## src/rtl/sdram_arbiter_pkg.sv

```systemverilog
// Shared definitions for the two-port SDRAM arbiter: controller bus widths and FSM states.
package sdram_arbiter_pkg;

   localparam int SDRAM_ADDR_W = 25;
   localparam int SDRAM_DATA_W = 8;

   typedef enum logic [1:0] {
      IDLE   = 2'd0,
      ISSUE  = 2'd1,
      RDWAIT = 2'd2,
      WRWAIT = 2'd3
   } arb_state_t;

endpackage

```

## src/rtl/sdram_arb_pick.sv

```systemverilog
// Combinational grant decision between the two requesters.
// Build option: define SDRAM_ARB_ROUND_ROBIN_EN for round-robin on ties (default: fixed priority, port 0 first).
module sdram_arb_pick (
   input  logic req0,
   input  logic req1,
   input  logic last_grant,
   output logic grant1
);

`ifdef SDRAM_ARB_ROUND_ROBIN_EN
   // On a tie the port that did not win last time goes next.
   assign grant1 = req1 & (~req0 | ~last_grant);
`else
   logic unused_last_grant;
   assign unused_last_grant = last_grant;
   assign grant1 = req1 & ~req0;
`endif

endmodule

```

## src/rtl/sdram_arbiter.sv

```systemverilog
// Shares one sdram_controller between a read-only port 0 and a read/write port 1, one access at a time.
// Build option: SDRAM_ARB_ROUND_ROBIN_EN selects round-robin tie breaking (see sdram_arb_pick).
module sdram_arbiter
   import sdram_arbiter_pkg::*;
#(
   parameter int ADDR_W  = SDRAM_ADDR_W,
   parameter int DATA_W  = SDRAM_DATA_W,
   parameter int TIMEOUT = 255
) (
   input  logic              clk,
   input  logic              reset,
   input  logic              req0,
   input  logic [ADDR_W-1:0] addr0,
   output logic              ack0,
   output logic [DATA_W-1:0] rdata0,
   output logic              rvalid0,
   input  logic              req1,
   input  logic              we1,
   input  logic [ADDR_W-1:0] addr1,
   input  logic [DATA_W-1:0] wdata1,
   output logic              ack1,
   output logic [DATA_W-1:0] rdata1,
   output logic              rvalid1,
   output logic              err,
   output logic [ADDR_W-1:0] sd_wr_addr,
   output logic [DATA_W-1:0] sd_wr_data,
   output logic              sd_wr_enable,
   output logic [ADDR_W-1:0] sd_rd_addr,
   output logic              sd_rd_enable,
   input  logic [DATA_W-1:0] sd_rd_data,
   input  logic              sd_rd_ready,
   input  logic              sd_busy
);

   localparam logic [7:0] WD_LAST = 8'(TIMEOUT - 1);

   arb_state_t        state, state_nxt;
   logic              owner, is_wr, last_grant, grant1;
   logic [7:0]        wd;
   logic              do_grant, rd_done, wd_expire, rd_finish;
   logic [DATA_W-1:0] rd_result;

   sdram_arb_pick u_pick (
      .req0       (req0),
      .req1       (req1),
      .last_grant (last_grant),
      .grant1     (grant1)
   );

   always_ff @(posedge clk) begin
      if (reset) state <= IDLE;
      else       state <= state_nxt;
   end

   always_comb begin
      state_nxt = state;
      do_grant  = 1'b0;
      rd_done   = 1'b0;
      wd_expire = 1'b0;
      case (state)
         IDLE: begin
            if ((req0 | req1) && !sd_busy) begin
               do_grant  = 1'b1;
               state_nxt = ISSUE;
            end
         end
         ISSUE: begin
            if (sd_busy)             state_nxt = is_wr ? WRWAIT : RDWAIT;
            else if (wd == WD_LAST)  wd_expire = 1'b1;
         end
         RDWAIT: begin
            // A rd_ready coinciding with busy falling still completes the read.
            if (sd_rd_ready)         rd_done   = 1'b1;
            else if (wd == WD_LAST)  wd_expire = 1'b1;
         end
         WRWAIT: begin
            if (!sd_busy)            state_nxt = IDLE;
            else if (wd == WD_LAST)  wd_expire = 1'b1;
         end
         default: state_nxt = IDLE;
      endcase
      if (rd_done || wd_expire) state_nxt = IDLE;
   end

   // An aborted read still returns a (poisoned) word so the requester never waits forever.
   assign rd_finish = rd_done | (wd_expire & ~is_wr);
   assign rd_result = rd_done ? sd_rd_data : '1;

   always_ff @(posedge clk) begin
      if (reset) begin
         owner        <= 1'b0;
         is_wr        <= 1'b0;
         last_grant   <= 1'b1;
         wd           <= '0;
         ack0         <= 1'b0;
         ack1         <= 1'b0;
         rvalid0      <= 1'b0;
         rvalid1      <= 1'b0;
         err          <= 1'b0;
         rdata0       <= '0;
         rdata1       <= '0;
         sd_wr_addr   <= '0;
         sd_wr_data   <= '0;
         sd_wr_enable <= 1'b0;
         sd_rd_addr   <= '0;
         sd_rd_enable <= 1'b0;
      end else begin
         ack0         <= 1'b0;
         ack1         <= 1'b0;
         rvalid0      <= 1'b0;
         rvalid1      <= 1'b0;
         sd_wr_enable <= 1'b0;
         sd_rd_enable <= 1'b0;
         err          <= wd_expire;
         wd           <= (state_nxt != state || state == IDLE) ? 8'd0 : wd + 8'd1;
         if (do_grant) begin
            owner      <= grant1;
            last_grant <= grant1;
            is_wr      <= grant1 & we1;
            ack0       <= ~grant1;
            ack1       <= grant1;
            if (grant1 && we1) begin
               sd_wr_addr   <= addr1;
               sd_wr_data   <= wdata1;
               sd_wr_enable <= 1'b1;
            end else begin
               sd_rd_addr   <= grant1 ? addr1 : addr0;
               sd_rd_enable <= 1'b1;
            end
         end
         if (rd_finish) begin
            if (owner) begin
               rdata1  <= rd_result;
               rvalid1 <= 1'b1;
            end else begin
               rdata0  <= rd_result;
               rvalid0 <= 1'b1;
            end
         end
      end
   end

endmodule

```

## config.mk

```make
export PLATFORM = sky130hd
export DESIGN_NAME = sdram_arbiter
export DESIGN_NICKNAME = d
export VERILOG_FILES = /design/src/rtl/sdram_arbiter_pkg.sv /design/src/rtl/sdram_arb_pick.sv /design/src/rtl/sdram_arbiter.sv
export SDC_FILE = /design/constraint.sdc
export NUM_CORES = 1
export LEC_CHECK = 0
export ABC_AREA = 1
export CAP_MARGIN = 10
export CORE_ASPECT_RATIO = 1.4
export CORE_MARGIN = 8
export CORE_UTILIZATION = 42
export CTS_CLUSTER_DIAMETER = 50
export CTS_CLUSTER_SIZE = 12
export DETAILED_ROUTE_END_ITERATION = 10
export PLACE_DENSITY = 0.82
export SYNTH_ARGS = -nofsm -noshare
export SYNTH_HDL_FRONTEND = slang
export SYNTH_SLANG_ARGS = --single-unit
```

## constraint.sdc

```tcl
create_clock -name clk -period 1.7 [get_ports clk]
set_input_delay 0.255 -clock clk [delete_from_list [all_inputs] [get_ports clk]]
set_output_delay 0.255 -clock clk [all_outputs]
set_load 0.05 [all_outputs]
```

==> implementation parameters <==
Parameter                              Value

Outcome
  Outcome    complete, no violations

Synth
  Register area share after synthesis    0.5101
  Yosys warns    0
  Number of distinct standard cells referenced by the synthesized netlist    29
  Synth area leaders    dfxtp_1 (51%), o21ai_0 (9.6%), nor2_1 (8.1%), mux2i_1 (6.9%), nand3_1 (4.8%)
  Post-synthesis net count    508
  Mean Syn Cell Area    about 8.4 sq um
  Post-synth top area cell    dfxtp_1
  Gate count of the mapped netlist    433
  Flop and latch count out of synthesis    between 90 and 100
  Fraction of synthesized cell area taken by the top area cell type    0.5101
  Post-Syn Area    roughly 3600 sq um

Floorplan
  DIE HEIGHT    approximately 130 um
  Rows    40
  Ports    between 150 and 200
  Die area    11970 sq um
  Width of the die    94.79 um
  Effective utilization at floorplan    0.4290
  Total core area    approximately 8500 sq um

Global routing
  Overall fraction of global-route tracks in use    0.1939
  Largest net degree at the start of global routing    47
  Global-route wire length before repair    between 15000 and 20000 um
  Vias in the first global route    about 3800
  Number of antenna violations at the first check in global routing    0
  Total congestion overflow    0

Worst setup path
  Worst Setup End Kind    flop
  Register-to-Register Setup Slack    roughly 0.17 ns
  Data arrival time at the worst-slack endpoint    between 1.5 and 2 ns
  Startpoint types    flop
  R2R Path End    sd_rd_addr[5]$_SDFFE_PP0P_
  Startpoint of the worst-slack reg-to-reg timing path    state[0]$_SDFF_PP0_
  Number of cell instances on the worst register-to-register path    6
  Crit path max fanout    26
  Crit path required time    ~2.0 ns
  Critical path class    reg2reg

STA
  Relative slew margins    0.6050
  Setup-violating endpoint count in the final report    0
  Transition time at the pin with the least slew margin    approximately 0.6 ns
  Post-route setup slack    about 0.17 ns
  Setup tns final    0 ns
  Achievable frequency    0.6542 GHz
  Post-Route Skew    between 0.005 and 0.006 ns
  Min Clock Period, post-route    approximately 1.5 ns
  Final number of hold-violating endpoints    0
  Count of final max-slew check failures    0
  Period utilization    0.8991

Place
  Count of buffers inserted at the top-level ports    around 150
  Detailed placer's ending HPWL    ~8600 um
  Placed Area    about 5200 sq um
  Setup slack after placement    -0.1651 ns
  Total instance count after detailed placement    689
  Routability cong.    approximately 0.85

Finish
  Net count reported at finish    between 600 and 700
  Design area    around 5500 sq um
  Area taken by multi-input logic gates    about 1600 sq um
  Signed area change from the synthesized netlist to the final layout    51.42%
  Diodes inserted    0
  Total area of sequential cells    1863 sq um
  Layout fillers    741
  Fin cells    705
  Share of final-layout standard cells stronger than drive strength 1    0.2417

Drt
  Number of antenna-violating nets in the routed design    0
  Vias post-DR    roughly 3600
  Number of DRC violations after detailed-routing iteration 0    149
  Routed WL    approximately 12000 um
  Final routed wire length divided by cell count    between 15 and 20 um
  DR vias/cell    slightly above 5
  Total iterations of the first detailed-routing run    4
  DRC Markers    0

Min path
  Number of instances on the worst hold path    2
  Hold path endpoint    rdata1[2]$_SDFFE_PP0P_
  Min-delay src    rdata1[2]$_SDFFE_PP0P_
  Hold/Removal Path Class    reg2reg

Power
  Total power density per cell area    approximately 950 nW/um^2
  Leakage power of the design    approximately 0.0025 uW
  Peak VDD IR    0.0005669 V
  PnR Total Power    ~5200 uW

CTS
  Clock root buffer    clkbuf_16
  Level count of the clock H-tree    3
  Maximum root-to-sink buffer count    2
  CTS sink count    between 90 and 100
  Number of buffers created by CTS    9
  TritonCTS clock tree    yes
  Register clock-pin slew on the reported worst setup and hold paths    about 0.06 ns
  Clk Latency, worst-skew pair    ~0.34 ns

Flow run
  Max cap viols    0
metal layers:
metal	global-route usage	part of all wire	vias up
met5	0	0	-
met4	0.09963	0.034	0
met3	0.06375	0.074	24
met2	0.3506	0.54	121
met1	0.1879	0.35	1667
li1	-	-	1764
how the worst max path moves through the flow:
stage	from	to
global route	wd[0]$_SDFF_PP0_	wd[4]$_SDFF_PP0_
finish	state[0]$_SDFF_PP0_	sd_rd_addr[5]$_SDFFE_PP0P_
CTS	wd[0]$_SDFF_PP0_	rdata1[5]$_SDFFE_PP0P_
global placement	req1	sd_wr_addr[24]$_SDFFE_PP0P_
floorplan	wd[0]$_SDFF_PP0_	rdata0[0]$_SDFFE_PP0P_
detailed placement	req0	sd_rd_addr[5]$_SDFFE_PP0P_
logic make-up after synthesis:
group / share of synthesized area
buffers and inverters: 0.05930
and+or+nand+nor: 0.2023
adders and majority gates: 0.006855
DFF: 0.5101
AOI/OAI and AO/OA: 0.1409
muxes: 0.06856
xor gates and xnor gates: 0.01200
registers in the layout, indices dropped and copies added (netlist names):
name / cells
wd: 8
rdata0: 8
owner: 1
sd_rd_enable: 1
sd_wr_enable: 1
is_wr: 1
err: 1
rvalid0: 1
ack0: 1
sd_rd_addr: 25
sd_wr_data: 8
sd_wr_addr: 25
rdata1: 8
state: 2
ack1: 1
rvalid1: 1
area by class of cell:
type	instances	share of cell area
flip-flops and latches	93	0.3371
multi-input cells	287	0.2902
repair buffers	172	0.2708
clock buffers	12	0.04822
well taps	105	0.02377
inverters	32	0.02173
clock inverters	4	0.008150
where the power goes:
group          switching, uW  leakage (uW)  total (uW)  internal, uW
Sequential              49.5      0.000755        2310          2260
Clock                    802      0.000158        2050          1250
Combinational            526       0.00155         885           359
Total                   1380       0.00246        5250          3870
layout by cell type, fill, tap and decap left out, types with 2 or more instances in the layout:
cell type        synthesis  final
o211ai_4                 2      2
o21ai_1                  6      6
nor2_1                  79     79
ha_1                     2      2
o21ai_0                 70     70
xor2_1                   2      2
mux2i_1                 25     25
nand2_2                  4      5
dfxtp_1                 93     92
clkbuf_8                 0      3
a21oi_1                 17     17
nand3_4                  2      3
inv_2                    4      5
xnor2_1                  3      3
clkinv_2                 0      3
buf_12                   0      2
clkbuf_16                0      9
nand3_1                 35     35
clkdlybuf4s50_1          0     72
or2_2                    8      8
nor3_1                   8      6
buf_4                    0     98
nor2_4                   1      2
nand4_1                  3      3
inv_1                   28     27
nand2_1                 15     13
nor3_2                   0      2
per-stage QoR:
stage | util | hold slack (ns)
4_1_cts | 0.6456 | 0.4534
5_1_grt | 0.6496 | 0.4710
3_3_place_gp | 0.6090 | 0.4378
2_1_floorplan | - | 0.3241
6_report | 0.6496 | 0.4563
3_5_place_dp | 0.6090 | 0.4442
what timing repair did:
action / CTS / global route
hold buffers: 0 / 0
endpoints found under the setup margin: 0 / 28
resized for setup: 0 / 8
buffers inserted: 0 / 0
cell usage after synthesis (all sizes together):
cell / instances
nand3b: 1
o211ai: 2
dfxtp: 93
inv: 32
o22ai: 1
nor2: 81
nand4: 3
clkbuf: 7
nand2: 19
or2: 9
nor3: 8
xnor2: 3
buf: 14
mux2i: 25
a21oi: 17
ha: 2
o21ai: 76
nand3: 38
xor2: 2
worst max-delay path, stage by stage (launching register included):
cell and delay (ns):
dfxtp_1 0.39, nor2_4 0.20, nand3_4 0.10, buf_4 0.14, inv_2 0.09, nand3_4 0.25
o21ai_0 0.26
No activity file was read; power rests on OpenSTA's default activity.
